## src/rtl/alu_operand_entry_if.sv

```systemverilog
`default_nettype none
// ============================================================================
//  Module      : alu_operand_entry_if
//  Description : Request/result bus between the operand entry front end and
//                the ALU. The entry block drives the operands, opcode and the
//                request; the ALU answers with ack and the result word.
//  Ports       : a_out/b_out (WORD_W) operands, op_out (4) opcode,
//                req request valid, ack request accepted,
//                result_in (WORD_W) ALU result, valid with req&&ack.
//  Revision    : 1.0  initial release
// ============================================================================
interface alu_operand_entry_if #(
    parameter int WORD_W = 32
);
    logic [WORD_W-1:0] a_out;
    logic [WORD_W-1:0] b_out;
    logic [3:0]        op_out;
    logic              req;
    logic              ack;
    logic [WORD_W-1:0] result_in;

    // Operand entry side
    modport master (
        output a_out,
        output b_out,
        output op_out,
        output req,
        input  ack,
        input  result_in
    );

    // ALU side
    modport slave (
        input  a_out,
        input  b_out,
        input  op_out,
        input  req,
        output ack,
        output result_in
    );
endinterface
`default_nettype wire

```

## src/rtl/alu_operand_entry.sv

```systemverilog
`default_nettype none
// ============================================================================
//  Module      : alu_operand_entry
//  Description : Board input front end for the ALU harness. Synchronizes and
//                debounces the pushbuttons, turns key presses into commit /
//                clear events and assembles two WORD_W operands from 16-bit
//                switch chunks plus a 4-bit opcode, then issues one req/ack
//                transaction and holds the returned result.
//  Ports       : CLOCK_50   system clock
//                nRST       synchronous active-low reset
//                KEY[3:0]   raw active-low pushbuttons (KEY0 commit, KEY1 clear)
//                SW[17:0]   raw switches, SW[15:0] chunk, SW[3:0] opcode
//                bus        request/result bus (master side)
//                result_out captured ALU result
//                state_out  FSM state for the LEDs
//                done       high while the result is being shown
//  Revision    : 1.0  initial release
// ============================================================================
module alu_operand_entry #(
    parameter int DEBOUNCE_CYCLES = 500000,
    parameter int WORD_W          = 32
) (
    input  logic                CLOCK_50,
    input  logic                nRST,
    input  logic [3:0]          KEY,
    input  logic [17:0]         SW,
    alu_operand_entry_if.master bus,
    output logic [WORD_W-1:0]   result_out,
    output logic [2:0]          state_out,
    output logic                done
);

    localparam int CNT_W   = (DEBOUNCE_CYCLES > 1) ? $clog2(DEBOUNCE_CYCLES) : 1;
    localparam int CHUNK_W = WORD_W / 2;
    localparam logic [CNT_W-1:0] c_CNT_MAX = CNT_W'(DEBOUNCE_CYCLES - 1);

    localparam logic [2:0] c_ENTER_A_LO = 3'd0;
    localparam logic [2:0] c_ENTER_A_HI = 3'd1;
    localparam logic [2:0] c_ENTER_B_LO = 3'd2;
    localparam logic [2:0] c_ENTER_B_HI = 3'd3;
    localparam logic [2:0] c_ENTER_OP   = 3'd4;
    localparam logic [2:0] c_ISSUE      = 3'd5;
    localparam logic [2:0] c_DONE       = 3'd6;

    // ------------------------------------------------------------------
    // Input synchronizers. Key flops reset to the released level so that a
    // reset never looks like a key transition to the debouncers.
    // ------------------------------------------------------------------
    logic [3:0]  r_key_meta;
    logic [3:0]  r_key_sync;
    logic [17:0] r_sw_meta;
    logic [17:0] r_sw_sync;

    always_ff @(posedge CLOCK_50) begin
        if (!nRST) begin
            r_key_meta <= '1;
            r_key_sync <= '1;
            r_sw_meta  <= '0;
            r_sw_sync  <= '0;
        end else begin
            r_key_meta <= KEY;
            r_key_sync <= r_key_meta;
            r_sw_meta  <= SW;
            r_sw_sync  <= r_sw_meta;
        end
    end

    // ------------------------------------------------------------------
    // Per-key debounce and press detection
    // ------------------------------------------------------------------
    logic [3:0] w_press;

    for (genvar gi = 0; gi < 4; gi++) begin : g_key
        logic [CNT_W-1:0] r_cnt;
        logic             r_db;
        logic             r_db_d;

        // The level is accepted only after DEBOUNCE_CYCLES consecutive
        // cycles of disagreement; any return to the accepted level restarts.
        always_ff @(posedge CLOCK_50) begin
            if (!nRST) begin
                r_cnt  <= '0;
                r_db   <= 1'b1;
                r_db_d <= 1'b1;
            end else begin
                r_db_d <= r_db;
                if (r_key_sync[gi] != r_db) begin
                    if (r_cnt == c_CNT_MAX) begin
                        r_db  <= r_key_sync[gi];
                        r_cnt <= '0;
                    end else begin
                        r_cnt <= r_cnt + 1'b1;
                    end
                end else begin
                    r_cnt <= '0;
                end
            end
        end

        // Active-low keys: a press is the debounced 1->0 edge
        assign w_press[gi] = r_db_d & ~r_db;
    end

    logic w_commit;
    logic w_clear;
    assign w_commit = w_press[0];
    assign w_clear  = w_press[1];

    // KEY2/KEY3 and the upper switches carry no function here
    logic w_unused;
    assign w_unused = &{1'b0, w_press[3:2], r_sw_sync[17:16]};

    // ------------------------------------------------------------------
    // FSM
    // ------------------------------------------------------------------
    logic [2:0]        r_state;
    logic [2:0]        w_state_nxt;
    logic              r_req;
    logic [WORD_W-1:0] r_a;
    logic [WORD_W-1:0] r_b;
    logic [3:0]        r_op;
    logic [WORD_W-1:0] r_result;

    logic w_load;
    logic w_clr;
    logic w_cap;
    logic w_ld_a_lo;
    logic w_ld_a_hi;
    logic w_ld_b_lo;
    logic w_ld_b_hi;
    logic w_ld_op;

    always_ff @(posedge CLOCK_50) begin
        if (!nRST) begin
            r_state <= c_ENTER_A_LO;
        end else begin
            r_state <= w_state_nxt;
        end
    end

    always_comb begin
        w_state_nxt = r_state;
        if (r_state > c_DONE) begin
            w_state_nxt = c_ENTER_A_LO;
        end else if (r_state == c_ISSUE) begin
            if (w_cap) begin
                w_state_nxt = c_DONE;
            end
        end else if (w_clear) begin
            w_state_nxt = c_ENTER_A_LO;
        end else if (w_commit) begin
            case (r_state)
                c_ENTER_A_LO: w_state_nxt = c_ENTER_A_HI;
                c_ENTER_A_HI: w_state_nxt = c_ENTER_B_LO;
                c_ENTER_B_LO: w_state_nxt = c_ENTER_B_HI;
                c_ENTER_B_HI: w_state_nxt = c_ENTER_OP;
                c_ENTER_OP:   w_state_nxt = c_ISSUE;
                default:      w_state_nxt = c_ENTER_A_LO;
            endcase
        end
    end

    // Clear outranks commit; both are ignored while a request is pending
    always_comb begin
        w_clr     = (r_state != c_ISSUE) && w_clear;
        w_load    = (r_state != c_ISSUE) && !w_clear && w_commit;
        w_ld_a_lo = w_load && (r_state == c_ENTER_A_LO);
        w_ld_a_hi = w_load && (r_state == c_ENTER_A_HI);
        w_ld_b_lo = w_load && (r_state == c_ENTER_B_LO);
        w_ld_b_hi = w_load && (r_state == c_ENTER_B_HI);
        w_ld_op   = w_load && (r_state == c_ENTER_OP);
        w_cap     = (r_state == c_ISSUE) && r_req && bus.ack;
        done      = (r_state == c_DONE);
        state_out = r_state;
    end

    // ------------------------------------------------------------------
    // Operand / result registers
    // ------------------------------------------------------------------
    always_ff @(posedge CLOCK_50) begin
        if (!nRST) begin
            r_req    <= 1'b0;
            r_a      <= '0;
            r_b      <= '0;
            r_op     <= '0;
            r_result <= '0;
        end else begin
            // Registered so req rises together with the ISSUE state
            r_req <= (w_state_nxt == c_ISSUE);
            if (w_clr) begin
                r_a  <= '0;
                r_b  <= '0;
                r_op <= '0;
            end else begin
                if (w_ld_a_lo) r_a[CHUNK_W-1:0]      <= r_sw_sync[CHUNK_W-1:0];
                if (w_ld_a_hi) r_a[WORD_W-1:CHUNK_W] <= r_sw_sync[CHUNK_W-1:0];
                if (w_ld_b_lo) r_b[CHUNK_W-1:0]      <= r_sw_sync[CHUNK_W-1:0];
                if (w_ld_b_hi) r_b[WORD_W-1:CHUNK_W] <= r_sw_sync[CHUNK_W-1:0];
                if (w_ld_op)   r_op                  <= r_sw_sync[3:0];
            end
            if (w_cap) begin
                r_result <= bus.result_in;
            end
        end
    end

    assign bus.a_out  = r_a;
    assign bus.b_out  = r_b;
    assign bus.op_out = r_op;
    assign bus.req    = r_req;
    assign result_out = r_result;

endmodule
`default_nettype wire
```

## src/flat_wrapper.sv

```systemverilog
// flat-port wrapper written by rule: the top's interface ports become plain ports
module alu_operand_entry_flat 
#(
    parameter int DEBOUNCE_CYCLES = 500000,
    parameter int WORD_W          = 32
)
  (CLOCK_50, nRST, KEY, SW, result_out, state_out, done, bus_a_out, bus_b_out, bus_op_out, bus_req, bus_ack, bus_result_in);
  alu_operand_entry_if #(.WORD_W(WORD_W)) bus_i ();
  input  logic CLOCK_50;
  input  logic nRST;
  input  logic [3:0] KEY;
  input  logic [17:0] SW;
  output logic [WORD_W-1:0] result_out;
  output logic [2:0] state_out;
  output logic done;
  output wire logic [$bits(bus_i.a_out)-1:0] bus_a_out;
  output wire logic [$bits(bus_i.b_out)-1:0] bus_b_out;
  output wire logic [$bits(bus_i.op_out)-1:0] bus_op_out;
  output wire logic [$bits(bus_i.req)-1:0] bus_req;
  input wire logic [$bits(bus_i.ack)-1:0] bus_ack;
  input wire logic [$bits(bus_i.result_in)-1:0] bus_result_in;
  assign bus_a_out = bus_i.a_out;
  assign bus_b_out = bus_i.b_out;
  assign bus_op_out = bus_i.op_out;
  assign bus_req = bus_i.req;
  assign bus_i.ack = bus_ack;
  assign bus_i.result_in = bus_result_in;
  alu_operand_entry #(.DEBOUNCE_CYCLES(DEBOUNCE_CYCLES), .WORD_W(WORD_W)) u_core (.CLOCK_50(CLOCK_50), .nRST(nRST), .KEY(KEY), .SW(SW), .bus(bus_i), .result_out(result_out), .state_out(state_out), .done(done));
endmodule
```

## config.mk

```make
export PLATFORM = sky130hd
export DESIGN_NAME = alu_operand_entry_flat
export DESIGN_NICKNAME = d
export VERILOG_FILES = /design/src/rtl/alu_operand_entry_if.sv /design/src/rtl/alu_operand_entry.sv /design/src/flat_wrapper.sv
export SDC_FILE = /design/constraint.sdc
export NUM_CORES = 1
export LEC_CHECK = 0
export CORE_ASPECT_RATIO = 2
export CORE_MARGIN = 4
export CORE_UTILIZATION = 50
export DETAILED_ROUTE_END_ITERATION = 8
export GPL_TIMING_DRIVEN = 0
export PLACE_DENSITY = 0.81
export SYNTH_ARGS = -nofsm -noshare
export SYNTH_HDL_FRONTEND = slang
export SYNTH_SLANG_ARGS = --single-unit
```

## constraint.sdc

```tcl
create_clock -name CLOCK_50 -period 3.28 [get_ports CLOCK_50]
set_input_delay 0.656 -clock CLOCK_50 [delete_from_list [all_inputs] [get_ports CLOCK_50]]
set_output_delay 0.656 -clock CLOCK_50 [all_outputs]
set_load 0.01 [all_outputs]
```

# [After elaboration in Yosys (flattened, before gate mapping)]
# Index checks and enable logic that the tools add are counted.
# Widths: inputs -> output; s select.
[op_classes] n_mux=6 n_eq_ne=12 order_cmp=1 bitwise=7 n_addsub=2 n_reduce_logical=17
[ops] operator="$add 19x1->19 const B" count=2
[ops] operator="$eq 19x19->1 const B" count=2
[ops] operator="$mux 3" count=5
[ops] operator="$pmux 3 s5" count=1
[ops] operator="$eq 3x3->1 const B" count=4
[ops] operator="$logic_and 1x1->1" count=10
[ops] operator="$eq 3x2->1 const B" count=2
[ops] operator="$reduce_or 3->1" count=2
[ops] operator="$not 1->1" count=5
[ops] operator="$reduce_and 2->1" count=2
[ops] operator="$eq 3x1->1 const B" count=1
[ops] operator="$gt 3x3->1 const B" count=1
[ops] operator="$logic_not 3->1" count=1
[ops] operator="$ne 3x3->1 const B" count=1
[ops] operator="$and 1x1->1" count=2
[ops] operator="$ne 1x1->1" count=2
[ops] operator="$reduce_or 2->1" count=1
[ops] operator="$logic_not 1->1" count=1
[totals] output_inout_bits=105 register_bits=182

# [Logic depth before layout (Yosys ltp)]
[depth] ltp_word=7 mapped_depth=7 ltp_nobuf=5

# [Worst setup path after synthesis]
# Ideal clock, no wire load.
[synth_timing] path_kind="reg-to-reg" startpoint="reg u_core.g_key[0].r_cnt[0]" endpoint="reg u_core.g_key[0].r_cnt[18]" setup_time_ns=0.092 setup_slack_ns=1.396 arrival_ns=1.792 path_buffers=0 t_required_ns=3.188 path_stages_with_launch=6 synth_period_minus_slack_ns=1.884 cell_sequence="dfxtp_1 > ha_1 > nand3_1 > or4_2 > mux2i_1 > nor4_1"
[synth_between] elab_chain_len=2
[synth_lines] item="from (decl)" line_no="alu_operand_entry.sv:74" rtl="logic [CNT_W-1:0] r_cnt;"
[synth_lines] item="from (signal assigned)" line_no="alu_operand_entry.sv:92" rtl="r_cnt <= r_cnt + 1'b1;"
[synth_lines] item="parallel branches: the longest is 2 deep, another holds $add 19x1->19"
# Parallel ways; which one is timed is not known.
# A chain may end at the register's enable or synchronous reset.

# [Worst setup path in the final report]
[layout_timing] startpoint="reg u_core.r_state[0], in the netlist u_core.state_out[0]" endpoint="out done"
[layout_between] elab_chain_len=1
[layout_lines] item="from (decl)" line_no="alu_operand_entry.sv:116" rtl="logic [2:0] r_state;"
[layout_lines] item="from (signal assigned)" line_no="alu_operand_entry.sv:135" rtl="r_state <= c_ENTER_A_LO;"
[layout_lines] item="from (signal assigned)" line_no="alu_operand_entry.sv:137" rtl="r_state <= w_state_nxt;"
[layout_lines] item="$eq 3x3->1" line_no="alu_operand_entry.sv:173" rtl="done = (r_state == c_DONE);"
[layout_lines] item="to (decl)" line_no="flat_wrapper.sv:15" rtl="output logic done;"
# No other way between the ends.

==> impl_metrics.py <==
metrics = {
    "status": {
        "status": "complete, no violations",
    },
    "clock_tree": {
        "clk_pin_slew_worst_paths_ns": 0.07,
        "clk_latency_ns": 0.43,
        "numCtsBuffers": 17,
        "clockRootBuffer": "clkbuf_16",
        "post_cts_buffers": 0,
        "hold_buffers": 0,
        "cts.sinks": 182,
        "clock_path_buffers": 2,
        "cts_resized": 0,
        "cts_tree": "built",
        "h-tree-depth": 4,
    },
    "synth": {
        "synth_edf_count": 0,
        "synth_cell_types": 41,
        "yosys.area.top_type": "dfxtp_1",
        "synthCells": 694,
        "synth_top_area_share_pct": 54.31,
        "synth-main-ff-cell": "dfxtp_1",
        "synth_seq_cells": 182,
        "async_flop_share_pct": 0,
        "netlist_top_cells_area": "dfxtp_1 (54%), mux2i_1 (10%), nor2_1 (5.9%)",
        "synth_nets": 753,
        "netlist_area_um2": 6709,
        "synth_warnings": 0,
        "synth.avg_cell_area_um2": 9.667,
        "ys_seq_area_share_pct": 54.31,
    },
    "setup_path": {
        "r2r_setup_slack_ns": 1.09,
        "cpPeakStageDelay_ns": 0.53,
        "end_kind": "primary output",
        "start_kind": "register",
        "crit_required_ns": 2.62,
        "worstSetupPathType": "reg2out",
        "crit_chain": "clkbuf_1 > nor2_1 > clkdlybuf4s50_1",
        "rr_startpoint": "u_core.g_key[1].r_cnt[0]$_SDFF_PP0_",
        "reg2reg_depth": 6,
        "rr_endpoint": "u_core.g_key[1].r_cnt[14]$_SDFF_PP0_",
        "path_buf_inv": 2,
        "crit_fanout": 10,
        "cp.arrival_ns": 1.73,
        "cp_top_family": "buffers and inverters",
        "critPathSlowestCell": "clkdlybuf4s50_1",
    },
    "sta": {
        "period_needed_ns": 2.390,
        "finalSetupViolations": 0,
        "post-route-period-util_pct": 72.86,
        "fmax_mhz": 418.4,
        "fin_tns_setup_ns": 0,
        "worst_slew_pin_slew_ns": 0.6665,
        "rsz0062_at_grt": "false",
        "slew_violations": 0,
        "hold_viol_final": 0,
        "skew_ns": 0.01132,
        "maxSlewHeadroom_pct": 55.16,
    },
    "final_layout": {
        "antennaDiodeCount": 0,
        "layout_commonest_cell": "dfxtp_1",
        "final_cell_mix": "dfxtp_1 (182), clkdlybuf4s50_1 (157), nor2_1 (105), nand2_1 (85), mux2i_1 (70)",
        "layoutNonFillerInstCount": 1035,
        "area_delta_synth_final_pct": 35.47,
        "final.fill_count": 966,
        "nNetsFinal": 929,
        "drive_gt1_share_pct": 6.229,
        "stdcell_area_um2": 9089,
    },
    "die": {
        "die_w_um": 89.91,
        "die_h_um": 171.8,
        "fp.coreArea_um2": 13070,
        "die_area_um2": 15450,
        "rows": 59,
        "ios": 162,
        "initial_core_util_pct": 51.35,
    },
    "global_routing": {
        "grt_start_max_net_pins": 22,
        "grt_pass1_wl_mm": 26.97,
        "track_usage_pct": 21.85,
        "overflow": 0,
        "grt_pass1_vias": 5622,
        "antenna_found_initial": 0,
    },
    "placed_design": {
        "placed_cells_incl_taps": 1003,
        "port_buffers": 157,
        "place_congestion": 0.8562,
        "dp_hpwl_mm": 12.90,
        "dpl_cell_area_um2": 8471,
    },
    "routing": {
        "num_vias": 5499,
        "first_pass_iters": 4,
        "routed_wl_mm": 16.80,
        "ant_nets": 0,
        "drc": 0,
        "routedWlPerCell_um": 16.23,
        "viasPerCell": 5.313,
        "first_iter_violations": 257,
    },
    "pwr": {
        "p_comb_share_pct": 2.9,
        "p_leak_nw": 3.337,
        "intPower_w": 0.003348,
        "powerDensity_nw_per_um2": 484.0,
        "switching_share_pct": 23.89,
        "vdd_drop_max_uv": 390.7,
        "clkPwrFrac_pct": 46.1,
        "p_switching_w": 0.001051,
        "finalPower_w": 0.004399,
        "power.share.sequential_pct": 51.0,
    },
    "hold_path": {
        "hp-class": "reg2reg",
        "min_from": "u_core.r_key_meta[0]$_SDFF_PN1_",
        "holdPathEnd": "u_core.r_key_sync[0]$_SDFF_PN1_",
        "whs_path_depth": 1,
    },
    "run": {
        "drv_cap": 0,
    },
}
## worst reg2reg max path, stage by stage, from the launching register on
cell and delay, ns:
dfxtp_1 0.36, ha_1 0.24, and4_1 0.30, nand4_1 0.16
o31ai_2 0.62, buf_2 0.34, nor2_1 0.07
## registers in the layout (all words and copies together), names as in the netlist
signal,flops
u_core.result_out,32
u_core.r_sw_sync,16
u_core.bus.a_out,32
u_core.g_key.r_db_d,2
u_core.g_key.r_cnt,38
u_core.g_key.r_db,2
u_core.bus.op_out,4
u_core.r_sw_meta,16
u_core.bus.b_out,32
u_core.r_key_sync,2
u_core.state_out,3
u_core.r_key_meta,2
u_core.bus.req,1
## area by class of cell
| cell class | instances | area, um2 | share of cell area, % |
|---|---|---|---|
| clock inverters | 15 | 192.7 | 2.120 |
| well taps | 152 | 190.2 | 2.093 |
| clock buffers | 17 | 425.4 | 4.681 |
| plain buffers | 38 | 180.2 | 1.982 |
| repair buffers | 157 | 1572 | 17.29 |
| inverters | 8 | 30.03 | 0.3304 |
| flip-flops and latches | 182 | 3643 | 40.09 |
| multi-input cells | 466 | 2855 | 31.42 |
## cell usage after synthesis (2+ instances only)
master    number
a211oi_1       2
a21boi_0      29
a21boi_1       5
a21o_1         2
a21oi_1       11
a31oi_1        2
and2_1        34
and4_1         6
buf_1          2
buf_2         12
buf_4          2
buf_6          2
clkbuf_1      20
dfxtp_1      182
ha_1           2
inv_1          8
mux2i_1       70
nand2_1       85
nand2b_1       9
nand3_1       12
nand3b_1       2
nand4_1       14
nor2_1       105
nor2b_1        4
nor3_1        12
nor4_1        11
o21ai_0        5
or3_1          2
or4_1          2
xnor2_1       19
xor2_1        11
## power groups by stage
stage          Clock (W)  Sequential [W]  Combinational [W]
2_1_floorplan          0         0.00229          0.0000462
3_3_place_gp           0         0.00229           0.000127
3_5_place_dp           0         0.00230           0.000129
4_1_cts          0.00206         0.00224           0.000131
5_1_grt          0.00216         0.00225           0.000139
6_report         0.00203         0.00224           0.000129
## how the worst max path moves through the flow
stage	depth (start not counted)	endpoint	start	slack, ns
3_3_place_gp	5	u_core.state_out[1]$_SDFF_PN0_	nRST	0.78
3_5_place_dp	5	u_core.state_out[1]$_SDFF_PN0_	nRST	0.74
2_1_floorplan	5	u_core.g_key[0].r_cnt[18]$_SDFF_PP0_	u_core.g_key[0].r_cnt[0]$_SDFF_PP0_	1.40
4_1_cts	3	done	u_core.state_out[0]$_SDFF_PN0_	0.85
5_1_grt	3	done	u_core.state_out[0]$_SDFF_PN0_	0.77
6_report	3	done	u_core.state_out[0]$_SDFF_PN0_	0.89
## metal layers
metal	up-vias	wire, um	share of wire (%)	GRT usage (%)
li1	2677	-	-	-
met5	-	0	0	0
met1	2579	5535	33	19.53
met3	58	751	4.5	5.383
met4	0	836	5.0	12.54
met2	185	9676	58	43.73
## logic make-up after synthesis
kind of cell	after synthesis	share of synthesized area (%)
DFF	182	54.31
AOI/OAI and AO/OA	58	5.949
adders and majority gates	2	0.3729
xor gates and xnor gates	30	3.916
buffers and inverters	46	3.133
and+or+nand+nor	305	21.71
muxes	71	10.61
## per-stage QoR
step | hold WS (ns) | util, % | worst slack (ns)
floorplan | 0.3863 | - | 1.396
global placement | 0.3894 | 64.83 | 0.7800
detailed placement | 0.3916 | 64.83 | 0.7443
CTS | 0.4076 | 69.56 | 0.8549
global route | 0.4208 | 69.56 | 0.7748
finish | 0.4078 | 69.56 | 0.8902
Note: power is estimated with default switching activity, not from simulation.
